===== src/rtl/div_ctrl.sv =====
// Divider arbiter: round-robin issue of NUM_REQ requesters onto one
// iterative divider, one-entry repeat cache, result hold, watchdog.
// Ports: clk_i/rst_ni, flush_ex_i, req_* (per requester), div_* (divider
// side), wb_* (writeback valid/ready), busy_o, err_o.
module div_ctrl #(
  parameter int NUM_REQ   = 2,
  parameter bit CACHE_EN  = 1'b1,
  parameter int MAX_LAT   = 40,
  parameter int OP_W      = 2,
  parameter int ADDR_BITS = 4,
  parameter int SRC_W     = $clog2(NUM_REQ)
) (
  input  logic                        clk_i,
  input  logic                        rst_ni,
  input  logic                        flush_ex_i,
  input  logic [NUM_REQ-1:0]          req_vld_i,
  output logic [NUM_REQ-1:0]          req_rdy_o,
  input  logic [NUM_REQ*OP_W-1:0]     req_op_i,
  input  logic [NUM_REQ*32-1:0]       req_op1_i,
  input  logic [NUM_REQ*32-1:0]       req_op2_i,
  input  logic [NUM_REQ*ADDR_BITS-1:0] req_trans_id_i,
  output logic                        div_vld_o,
  input  logic                        div_rdy_i,
  output logic [OP_W-1:0]             div_op_o,
  output logic [31:0]                 div_op1_o,
  output logic [31:0]                 div_op2_o,
  output logic [ADDR_BITS-1:0]        div_trans_id_o,
  input  logic                        div_vld_i,
  input  logic [ADDR_BITS-1:0]        div_trans_id_i,
  input  logic [31:0]                 div_result_i,
  output logic                        wb_vld_o,
  input  logic                        wb_rdy_i,
  output logic [ADDR_BITS-1:0]        wb_trans_id_o,
  output logic [31:0]                 wb_result_o,
  output logic [SRC_W-1:0]            wb_src_o,
  output logic                        busy_o,
  output logic                        err_o
);

  localparam logic [1:0] IDLE = 2'd0;
  localparam logic [1:0] BUSY = 2'd1;
  localparam logic [1:0] RESP = 2'd2;

  localparam int WD_W = $clog2(MAX_LAT + 1);

  logic [1:0]           state_q;
  logic [SRC_W-1:0]     rr_q;
  logic [OP_W-1:0]      lat_op_q;
  logic [31:0]          lat_op1_q;
  logic [31:0]          lat_op2_q;
  logic [SRC_W-1:0]     lat_src_q;
  logic [31:0]          buf_res_q;
  logic [ADDR_BITS-1:0] buf_id_q;
  logic [SRC_W-1:0]     buf_src_q;
  logic                 c_vld_q;
  logic [OP_W-1:0]      c_op_q;
  logic [31:0]          c_op1_q;
  logic [31:0]          c_op2_q;
  logic [31:0]          c_res_q;
  logic [WD_W-1:0]      wd_q;
  logic                 err_q;

  logic [OP_W-1:0]      op_a  [NUM_REQ];
  logic [31:0]          op1_a [NUM_REQ];
  logic [31:0]          op2_a [NUM_REQ];
  logic [ADDR_BITS-1:0] id_a  [NUM_REQ];

  for (genvar g = 0; g < NUM_REQ; g++) begin : g_unpack
    assign op_a[g]  = req_op_i[g*OP_W +: OP_W];
    assign op1_a[g] = req_op1_i[g*32 +: 32];
    assign op2_a[g] = req_op2_i[g*32 +: 32];
    assign id_a[g]  = req_trans_id_i[g*ADDR_BITS +: ADDR_BITS];
  end

  logic             found;
  logic [SRC_W-1:0] win;
  logic [SRC_W:0]   idx;

  // Scan from rr_q upward with wrap; first valid requester wins.
  always_comb begin
    found = 1'b0;
    win   = '0;
    idx   = '0;
    for (int i = 0; i < NUM_REQ; i++) begin
      idx = {1'b0, rr_q} + (SRC_W+1)'(i);
      if (idx >= (SRC_W+1)'(NUM_REQ)) begin
        idx = idx - (SRC_W+1)'(NUM_REQ);
      end
      if (!found && req_vld_i[idx[SRC_W-1:0]]) begin
        found = 1'b1;
        win   = idx[SRC_W-1:0];
      end
    end
  end

  logic [SRC_W-1:0] rr_nxt;
  assign rr_nxt = (win == SRC_W'(NUM_REQ - 1)) ? '0 : win + 1'b1;

  logic grant_ok;
  logic hit;
  logic issue;
  logic accept;

  assign grant_ok = rst_ni && !flush_ex_i
                 && (state_q == IDLE) && found;

  assign hit = CACHE_EN && c_vld_q && grant_ok
            && (op_a[win]  == c_op_q)
            && (op1_a[win] == c_op1_q)
            && (op2_a[win] == c_op2_q);

  assign div_vld_o = grant_ok && !hit;
  assign issue     = div_vld_o && div_rdy_i;
  assign accept    = hit || issue;

  always_comb begin
    req_rdy_o = '0;
    if (grant_ok && (hit || div_rdy_i)) begin
      req_rdy_o[win] = 1'b1;
    end
  end

  assign div_op_o       = grant_ok ? op_a[win]  : '0;
  assign div_op1_o      = grant_ok ? op1_a[win] : '0;
  assign div_op2_o      = grant_ok ? op2_a[win] : '0;
  assign div_trans_id_o = grant_ok ? id_a[win]  : '0;

  logic in_resp;
  assign in_resp = (state_q == RESP);

  assign wb_vld_o      = in_resp;
  assign wb_result_o   = in_resp ? buf_res_q : '0;
  assign wb_trans_id_o = in_resp ? buf_id_q  : '0;
  assign wb_src_o      = in_resp ? buf_src_q : '0;
  assign busy_o        = (state_q != IDLE);
  assign err_o         = err_q;

  always_ff @(posedge clk_i) begin
    if (!rst_ni) begin
      state_q   <= IDLE;
      rr_q      <= '0;
      lat_op_q  <= '0;
      lat_op1_q <= '0;
      lat_op2_q <= '0;
      lat_src_q <= '0;
      buf_res_q <= '0;
      buf_id_q  <= '0;
      buf_src_q <= '0;
      c_vld_q   <= 1'b0;
      c_op_q    <= '0;
      c_op1_q   <= '0;
      c_op2_q   <= '0;
      c_res_q   <= '0;
      wd_q      <= '0;
      err_q     <= 1'b0;
    end else if (flush_ex_i) begin
      state_q <= IDLE;
      wd_q    <= '0;
    end else begin
      case (state_q)
        IDLE: begin
          if (accept) begin
            rr_q <= rr_nxt;
          end
          if (hit) begin
            buf_res_q <= c_res_q;
            buf_id_q  <= id_a[win];
            buf_src_q <= win;
            state_q   <= RESP;
          end else if (issue) begin
            lat_op_q  <= op_a[win];
            lat_op1_q <= op1_a[win];
            lat_op2_q <= op2_a[win];
            lat_src_q <= win;
            wd_q      <= '0;
            if (div_vld_i) begin
              buf_res_q <= div_result_i;
              buf_id_q  <= div_trans_id_i;
              buf_src_q <= win;
              state_q   <= RESP;
            end else begin
              state_q   <= BUSY;
            end
          end
        end
        BUSY: begin
          if (div_vld_i) begin
            buf_res_q <= div_result_i;
            buf_id_q  <= div_trans_id_i;
            buf_src_q <= lat_src_q;
            c_vld_q   <= 1'b1;
            c_op_q    <= lat_op_q;
            c_op1_q   <= lat_op1_q;
            c_op2_q   <= lat_op2_q;
            c_res_q   <= div_result_i;
            state_q   <= RESP;
          end else begin
            // Saturating count; error raised as the count reaches MAX_LAT.
            if (wd_q != WD_W'(MAX_LAT)) begin
              wd_q <= wd_q + 1'b1;
            end
            if (wd_q == WD_W'(MAX_LAT - 1)) begin
              err_q <= 1'b1;
            end
          end
        end
        RESP: begin
          if (wb_rdy_i) begin
            state_q <= IDLE;
          end
        end
        default: state_q <= IDLE;
      endcase
    end
  end

endmodule


===== config.mk =====
export PLATFORM = sky130hd
export DESIGN_NAME = div_ctrl
export DESIGN_NICKNAME = d
export VERILOG_FILES = /design/src/rtl/div_ctrl.sv
export SDC_FILE = /design/constraint.sdc
export NUM_CORES = 1
export LEC_CHECK = 0
export ABC_CLOCK_PERIOD_IN_PS = 3900
export CORE_MARGIN = 4
export CORE_UTILIZATION = 44
export DETAILED_ROUTE_END_ITERATION = 7
export PLACE_DENSITY_LB_ADDON = 0.25
export SLEW_MARGIN = 20
export SYNTH_ARGS = -nofsm -noshare
export SYNTH_HDL_FRONTEND = slang
export SYNTH_SLANG_ARGS = --single-unit

===== constraint.sdc =====
create_clock -name clk_i -period 3.9 [get_ports clk_i]
set_input_delay 0.78 -clock clk_i [delete_from_list [all_inputs] [get_ports clk_i]]
set_output_delay 0.78 -clock clk_i [all_outputs]
set_load 0.005 [all_outputs]

==> metrics.csv, run 1 <==
metric,value,unit
clk_pin_slew,0.06,ns
clk_latency,0.52,ns
cp.arrival,3.69,ns
htreeDepth,1,
ys_warn_count,0,
worst_slack,-0.570,ns
fmax,0.224,GHz
pwr_density_cell,316,mW/mm^2
grt_max_degree,146,
netlist_area,0.0110,mm^2
clockRootBuffer,clkbuf_16,
via_count,12100,
ys_ff_latch,213,
synth_edf_count,0,
critPathMostFrequentCell,buf_4,
fin_crit,4.47,ns
portBuffers,296,
hold_path_class,register to register,
nets,1967,
drt_iter0_drc,1251,
ios,297,
start_util,45.1,%
async_flop_share,0,%
grt_use_met1,38.3,%
grt_use_met3,7.88,%
drive_above_1_share,22.3,%
syn_nets,1566,
grt_pass1_wl,68300,um
setup_tns,-1.84,ns
setup_viol,24,
critPathKind,input pin to primary output,
critPathMaxStageDelay,0.48,ns
rsz0062_at_grt,true,
regToRegStartpoint,rr_q,
clk_path_buf_depth,3,
grt-busiest-layer,met2,
wl_per_cell,21.4,um
maxCapViolCount,0,
p_leak,6.43,nW
drc_errors,0,
ant_nets,0,
dp.cells,2054,
maxSlewHeadroom,7.73,%
die_area,0.0277,mm^2
die_w,166,um
synth.distinct_cells,64,
cp.required,3.12,ns
design.core.area,0.0245,mm^2
hpwl,31600,um
grt_pass1_vias,11900,
status,"finished, violations left",
antenna_found_initial,1,
vdd_drop_max,0.238,mV
ys_seq_area_share,38.7,%
synth_top_flop_cell,dfxtp_1,
worstSetupEndpointType,primary output,
cts-buffers-inserted,23,
synthTopCellsByArea,"dfxtp_1, a21oi_1, nand2_1, mux2i_1, a211oi_1",
cts_tree,built,
syn_to_final_growth,56.3,%
synth_top_cell_by_area,dfxtp_1,
worst_pin_slew,1.38,ns
startpoint,req_vld_i[0],
overflow,0,
violations,setup timing,
ctsHoldBuffers,0,
crit_fanout,6,
fin_crit_sh,115,%
syn_avg_cell_area,7.99,um^2
die_y,166,um
hold_viol,0,
clock_skew,0.0241,ns
synth_top_area_share,38.7,%
gp_congestion,0.959,
hp-start,lat_op_q[0],
gr-usage-all-layers,30.4,%
slew_violations,0,
finalWirelength,45400,um
viasPerCell,5.72,
post_layout_nonfiller_instances,2121,
crit_chain,buf_4 -> nor2b_4 -> clkbuf_16 -> buf_4 -> o21ai_4 -> a21oi_2 -> a2111o_1 -> or4_1 -> or4_4 -> nor4b_4 -> buf_4 -> buf_6 -> buf_6 -> nor2_2 -> buf_2,
rows,57,
cts.sinks,213,
firstDrtPassIters,7,
cpMaxStageDelayCell,or4_1,
crit_path_start_kind,input pin,
met2_usage,50.2,%
final_common_cell,clkdlybuf4s50_1,
syn_inst,1380,
layout_common_cells,"clkdlybuf4s50_1, nand2_1, dfxtp_1",
[synth_stat cells (all sizes together) (9+ instances only)]
cell     count
a211oi      71
a21oi      212
and2        52
and3        10
buf         31
clkbuf      84
dfxtp      213
inv         29
mux2        36
mux2i       74
nand2      218
nand2b      21
nand3       24
nand4        9
nor2        86
nor2b       17
nor3        13
nor4        10
o21ai       25
o22ai       13
o2bb2ai     39
xor2         9
[area by class of cell]
type	count	area, um^2
fillers	1992	7240
multi-input cells	1022	6870
repair buffers	491	4820
flip-flops and latches	213	4270
clock buffers	34	657
well taps	324	405
inverters	30	118
clock inverters	6	82.6
diodes	1	2.50
[worst max-delay path: cells and delay by family]
family	cells	cell delay (ns)
and+or+nand+nor	5	1.36
buffers and inverters	7	0.96
AOI/OAI and AO/OA	3	0.59
[kinds of logic (layout without fill, tap and decap cells)]
group / Yosys count / after routing / share of synthesized area (%)
xor+xnor: 16 / 16 / 1.27
buf+inv: 145 / 561 / 5.29
flops: 213 / 213 / 38.7
fa+ha+maj: 2 / 2 / 0.227
compound gates: 413 / 413 / 23.5
other cells: 0 / 1 / 0
mux: 110 / 110 / 10.5
simple gates: 481 / 481 / 20.5
[what timing repair did]
item,CTS,global route
setup endpoints to repair,184,104
pin swaps,7,38
endpoints found under the hold margin,0,0
gates resized for setup,65,120
buffers inserted,10,7
cloned,2,7
[worst paths after layout]
path,to,slack (ns),depth (start not counted)
setup / recovery,div_vld_o,-0.57,15
hold / removal,c_op_q[0],0.45,2
setup reg to reg,buf_res_q[9],-0.01,15
hold reg to reg,c_op_q[0],0.45,2
[per-layer routing]
layer,up-vias,wire [um]
li1,5713,-
met1,5717,18300
met2,601,21000
met3,106,4290
met4,0,1820
met5,-,0
[state kept, by name (all words and copies together) (netlist names), 4 cells and up]
register,flops
buf_id_q,4
lat_op1_q,32
c_res_q,32
lat_op2_q,32
c_op2_q,32
wd_q,6
buf_res_q,32
c_op1_q,32
[where the power goes]
group | internal (mW) | total (mW) | switching [mW]
clock | 1.29 | 2.18 | 0.886
combinational | 0.537 | 1.02 | 0.486
sequential | 2.21 | 2.24 | 0.0275
total | 4.04 | 5.44 | 1.40
[per-stage QoR]
step	setup WS (ns)	power (mW)	utilization (%)	hold slack [ns]	instance area, um^2
2_1_floorplan	-0.131	2.64	-	0.432	11100
3_3_place_gp	-1.34	3.19	63.3	0.436	15500
3_5_place_dp	-1.36	3.19	63.3	0.442	15500
4_1_cts	-0.621	5.38	67.3	0.452	16500
5_1_grt	-0.659	5.62	70.4	0.469	17200
6_report	-0.570	5.44	70.4	0.452	17200
Power figures use the tool's default switching activity.
==> run 2: changes to the inputs <==
- CORE_ASPECT_RATIO: not set -> 0.9
- MAX_ROUTING_LAYER: not set -> met4
==> run 2 against run 1 <==
Against the previous run: the flow still finishes with violations (setup timing); first-iteration DRC count down 24%; largest cell class unchanged; largest power group is now clock; via count fell by 1.9%; power up 0.22%; clock power up 4%; die area hardly changed; setup slack improved by 0.070 ns; critical path type unchanged.
==> metrics.csv, run 2 (same netlist as run 1, synthesis figures left out) <==
metric,value,unit,change
status,"finished, violations left",,
violations,setup timing,,
pwr_density_cell,331,mW/mm^2,+4.6%
nets,1942,,-1.3%
crit_buf_inv,5,,-2
grt_max_degree,150,,+2.7%
ctsHoldBuffers,0,,unchanged
wl_per_cell,20.1,um,-6.1%
portBuffers,296,,unchanged
syn_to_final_growth,49.7,%,
cts.sinks,213,,unchanged
hpwl,30300,um,-4.2%
grt_pass1_vias,11600,,-2.4%
slew_violations,0,,unchanged
n_antenna_cell,0,,-1
drive_above_1_share,17.0,%,-5.2 points
worst_pin_slew,1.05,ns,-0.336 ns
hp-start,lat_op1_q[5],,
worst_slack,-0.500,ns,+0.0695 ns
die_area,0.0277,mm^2,about the same
maxCapViolCount,0,,unchanged
regToRegStartpoint,rr_q,,
cp.arrival,3.62,ns,-0.07 ns
fmax,0.227,GHz,+1.6%
hold_viol,0,,unchanged
crit_fanout,5,,-1
vdd_drop_max,0.292,mV,+23%
p_leak,6.20,nW,-3.5%
ant_nets,0,,unchanged
gr-usage-all-layers,29.9,%,-0.45 points
place_ws,-1.40,ns,-0.0471 ns
crit_family,simple AND/OR/NAND/NOR gates,,
r2r_cells,17,,+2
fin_crit,4.40,ns,-0.0695 ns
final_common_cell,clkdlybuf4s50_1,,
antenna_found_initial,0,,-1
path_depth,13,,-2
die_y,158,um,-4.9%
cpMaxStageDelayCell,or4_4,,
cts_tree,built,,
clk_latency,0.52,ns,about the same
clock_skew,0.00916,ns,-0.0150 ns
cp.required,3.12,ns,about the same
drc_errors,0,,unchanged
via_count,11900,,-1.9%
maxSlewHeadroom,29.9,%,+22 points
holdPathStages,2,,unchanged
clk_path_buf_depth,3,,unchanged
crit_chain,buf_8 -> nor2b_4 -> nor2_8 -> mux2i_2 -> a2111o_1 -> or4_4 -> or4_4 -> nor4b_4 -> buf_4 -> buf_6 -> buf_6 -> nor2_2 -> buf_2,,
firstDrtPassIters,5,,-2
crit_path_start_kind,input pin,,
fin_crit_sh,113,%,-1.8 points
gp_congestion,0.986,,+2.8%
worstSetupEndpointType,primary output,,
layout_common_cells,"clkdlybuf4s50_1, nand2_1, dfxtp_1",,
viasPerCell,5.65,,-1.3%
final_util,67.5,%,-3.0 points
rsz0062_at_grt,true,,
cts-buffers-inserted,24,,+4.3%
clockRootBuffer,clkbuf_16,,
critPathKind,input pin to primary output,,
grt_pass1_wl,64800,um,-5.1%
reg2reg_setup_slack,0.09,ns,+0.10 ns
rows,54,,-5.3%
finalWirelength,42400,um,-6.6%
rr_endpoint,lat_op2_q[12],,
setup_viol,3,,-88%
drt_iter0_drc,946,,-24%
clk_pin_slew,0.06,ns,about the same
start_util,45.1,%,about the same
hold_path_class,register to register,,
htreeDepth,1,,unchanged
critPathMaxStageDelay,0.52,ns,+0.04 ns
hold-path-endpoint,c_op1_q[5],,
design.core.area,0.0245,mm^2,about the same
die_w,175,um,+5.1%
ios,297,,unchanged
overflow,0,,unchanged
==> run 2: power by group <==
part           total, mW  switching [mW]  internal (mW)
Clock               2.27           0.910           1.36
Sequential          2.24          0.0213           2.21
Combinational      0.945           0.447          0.497
Total               5.45            1.38           4.08
==> run 2: area by class of cell <==
cell class	count	area (um^2)
Fill cell	2086	7960
Multi-Input combinational cell	1022	6470
Timing Repair Buffer	465	4440
Sequential cell	213	4270
Clock buffer	36	697
Tap cell	336	420
Inverter	30	118
Clock inverter	7	87.6
==> run 2: what timing repair did <==
| item | in CTS | in global routing |
|---|---|---|
| gates cloned | 0 | 1 |
| pin swaps | 9 | 13 |
| buffers inserted | 9 | 9 |
| setup endpoints to repair | 184 | 111 |
| resized for setup | 65 | 39 |
| endpoints found under the hold margin | 0 | 0 |
==> run 2: worst max-delay path by stage <==
stage | start | end | slack, ns
floorplan | req_vld_i[0] | req_rdy_o[0] | -0.13
global placement | req_vld_i[0] | req_rdy_o[1] | -1.34
detailed placement | req_vld_i[0] | req_rdy_o[1] | -1.40
CTS | req_vld_i[0] | div_vld_o | -0.69
global route | req_op1_i[40] | div_vld_o | -0.67
finish | req_vld_i[0] | div_vld_o | -0.50
==> run 2: worst reg2reg max path, delay by kind of cell, from the launching register on <==
| kind | cells | cell delay (ns) |
|---|---|---|
| AND/OR/NAND/NOR | 6 | 1.37 |
| AO/OA/AOI/OAI | 3 | 0.69 |
| flip-flops | 1 | 0.36 |
| buffers and inverters | 8 | 1.22 |
==> run 2: routing by layer <==
layer	share of wire [%]	routed length, um	vias up	track usage, %
met1	43	18200	5707	38.3
met4	3.6	1550	0	10.6
met2	47	19900	442	47.9
met5	0	0	-	-
li1	-	-	5661	-
met3	6.4	2730	96	5.37
==> run 2: through the flow <==
step	power [mW]	TNS [ns]	area (um^2)	hold WS, ns	instances
2_1_floorplan	2.64	-0.162	11100	0.432	1380
3_3_place_gp	3.16	-99.53	15300	0.435	2047
3_5_place_dp	3.17	-108.12	15300	0.442	2047
4_1_cts	5.44	-2.51	16300	0.454	2099
5_1_grt	5.63	-5.08	16500	0.466	2109
6_report	5.45	-1.41	16500	0.451	2109
==> run 3: changes to the inputs <==
- PLACE_DENSITY: not set -> 0.77
- PLACE_DENSITY_LB_ADDON: 0.25 -> not set
==> run 3 against run 2 <==
Against the previous run: the flow still finishes with violations (setup timing); clock skew rose by 0.0036 ns; setup slack got worse by 0.10 ns; sequential share of layout area fell by 0.45 points; core utilization rose by 1.2 points; worst hold slack got worse by 0.0035 ns; clock power rose by 8.8%; critical endpoint is now req_rdy_o[0]; maximum frequency fell by 2.3%.
==> metrics.csv, run 3 (same netlist as run 1, synthesis figures left out) <==
metric,value,unit,change
htreeDepth,1,,unchanged
die_y,158,um,unchanged
violations,setup timing,,
design.core.area,0.0245,mm^2,unchanged
cp.required,3.12,ns,about the same
critPathMaxStageDelay,0.57,ns,+0.05 ns
start_util,45.1,%,unchanged
maxCapViolCount,0,,unchanged
hpwl,31000,um,+2.2%
fin_crit,4.50,ns,+0.104 ns
clock_skew,0.0128,ns,+0.00361 ns
slew_violations,0,,unchanged
ios,297,,unchanged
clk_path_buf_depth,3,,unchanged
overflow,0,,unchanged
p_total,5.69,mW,+4.3%
timing.hold.ws,0.447,ns,-0.00354 ns
rsz0062_at_grt,true,,
crit_buf_inv,5,,unchanged
grt_pass1_vias,11700,,+1.1%
cts.sinks,213,,unchanged
setup_viol,3,,unchanged
status,"finished, violations left",,
drc_errors,0,,unchanged
grt_max_degree,100,,-33%
ant_nets,0,,unchanged
p_leak,6.34,nW,+2.2%
via_count,12100,,+1.9%
cts_tree,built,,
vdd_drop_max,0.264,mV,-9.7%
n_antenna_cell,0,,unchanged
gp_congestion,0.998,,+1.2%
die_w,175,um,unchanged
setup_tns,-1.71,ns,-0.300 ns
cp.arrival,3.72,ns,+0.10 ns
clk_latency,0.53,ns,about the same
hold_viol,0,,unchanged
ctsHoldBuffers,0,,unchanged
antenna_found_initial,0,,unchanged
finalWirelength,43900,um,+3.5%
gr-usage-all-layers,30.5,%,+0.64 points
nets,1954,,+0.62%
clk_pin_slew,0.06,ns,about the same
critPathKind,input pin to primary output,,
hold_path_class,register to register,,
rows,54,,unchanged
syn_to_final_growth,52.3,%,
cpMaxStageDelayCell,clkdlybuf4s50_1,,
pwr_density_cell,339,mW/mm^2,+2.4%
worstSetupEndpointType,primary output,,
clockRootBuffer,clkbuf_16,,
dp.cells,2062,,+0.73%
fmax,0.222,GHz,-2.3%
fin_crit_sh,115,%,+2.7 points
drt_iter0_drc,1108,,+17%
final_common_cell,clkdlybuf4s50_1,,
wl_per_cell,20.7,um,+2.8%
firstDrtPassIters,6,,+1
die_area,0.0277,mm^2,unchanged
portBuffers,296,,unchanged
final_util,68.7,%,+1.2 points
post_layout_nonfiller_instances,2122,,+0.62%
crit_path_start_kind,input pin,,
crit_fanout,2,,-3
worst_pin_slew,0.895,ns,-0.154 ns
crit_family,simple AND/OR/NAND/NOR gates,,
viasPerCell,5.72,,+1.3%
worst_slack,-0.604,ns,-0.104 ns
crit_chain,clkdlybuf4s50_1 -> mux2i_2 -> a2111o_1 -> or4_1 -> or4_4 -> nor4b_4 -> buf_4 -> buf_6 -> buf_6 -> nor2_2 -> nor2_1 -> buf_2,,
cts-buffers-inserted,24,,unchanged
grt_pass1_wl,66100,um,+2.1%
maxSlewHeadroom,40.4,%,+10 points
layout_common_cells,"clkdlybuf4s50_1, nand2_1, dfxtp_1",,
drive_above_1_share,18.5,%,+1.5 points
critPathMostFrequentCell,buf_6,,
## run 3: changes by cell type in the layout (fill, tap and decap cells not counted), moves of 3 or more
cell | previous run | this run
a211oi_2 | 3 | 18
and3_1 | 6 | 10
buf_12 | 13 | 16
and3_4 | 4 | 0
o21ai_4 | 0 | 4
mux2i_1 | 70 | 73
clkdlybuf4s50_1 | 283 | 286
buf_4 | 145 | 149
clkbuf_1 | 8 | 1
dlygate4sd2_1 | 4 | 0
a211oi_1 | 68 | 53
buf_6 | 8 | 12
## run 3: worst register-to-register path, cell delays in order, from the launching register on
cell      delay [ns]
dfxtp_4         0.37
nor2b_4         0.27
nor2_8          0.10
mux2i_2         0.18
a2111o_1        0.43
or4_1           0.53
or4_4           0.46
buf_4           0.15
or4b_4          0.53
buf_12          0.26
a21oi_1         0.29
a211oi_2        0.07
## run 3: layer usage
layer  part of all wire, %  global-route usage (%)  vias up  wire length [um]
met5                     0                       -        -                 0
met4                   4.0                    10.8        0              1750
met3                   6.5                    3.70      107              2840
met2                    47                    50.0      497             20700
met1                    42                    39.4     5831             18600
li1                      -                       -     5696                 -
## run 3: cell type report
cell class              count  area, um^2
clock buffers              30         684
clock inverters            14         185
fillers                  2019        7660
inverters                  30         115
multi-input cells        1022        6520
flip-flops and latches    213        4270
well taps                 336         420
repair buffers            477        4610
## run 3: final timing paths
| path | startpoint | to | slack [ns] | cells after the start |
|---|---|---|---|---|
| max | req_op2_i[9] | req_rdy_o[0] | -0.60 | 12 |
| min | lat_op1_q[10] | c_op1_q[10] | 0.45 | 2 |
| max reg2reg | rr_q | lat_op2_q[28] | 0.12 | 11 |
| min reg2reg | lat_op1_q[10] | c_op1_q[10] | 0.45 | 2 |
## run 3: power by group
group / total (mW) / internal, mW / switching [mW] / leakage, nW
clock: 2.47 / 1.51 / 0.952 / 0.429
sequential: 2.24 / 2.21 / 0.0217 / 1.72
combinational: 0.983 / 0.517 / 0.467 / 4.19
total: 5.69 / 4.25 / 1.44 / 6.34
## run 3: per-stage QoR
step,instance area [um^2],setup WS [ns]
global placement,15400,-1.42
CTS,16500,-0.722
floorplan,11100,-0.131
global route,16800,-0.673
detailed placement,15400,-1.53
finish,16800,-0.604
## run 3: timing repair
action	CTS	global route
gates cloned	1	2
setup buffers	12	3
resized for setup	58	58
endpoints found under the setup margin	165	115
pin swaps	10	18
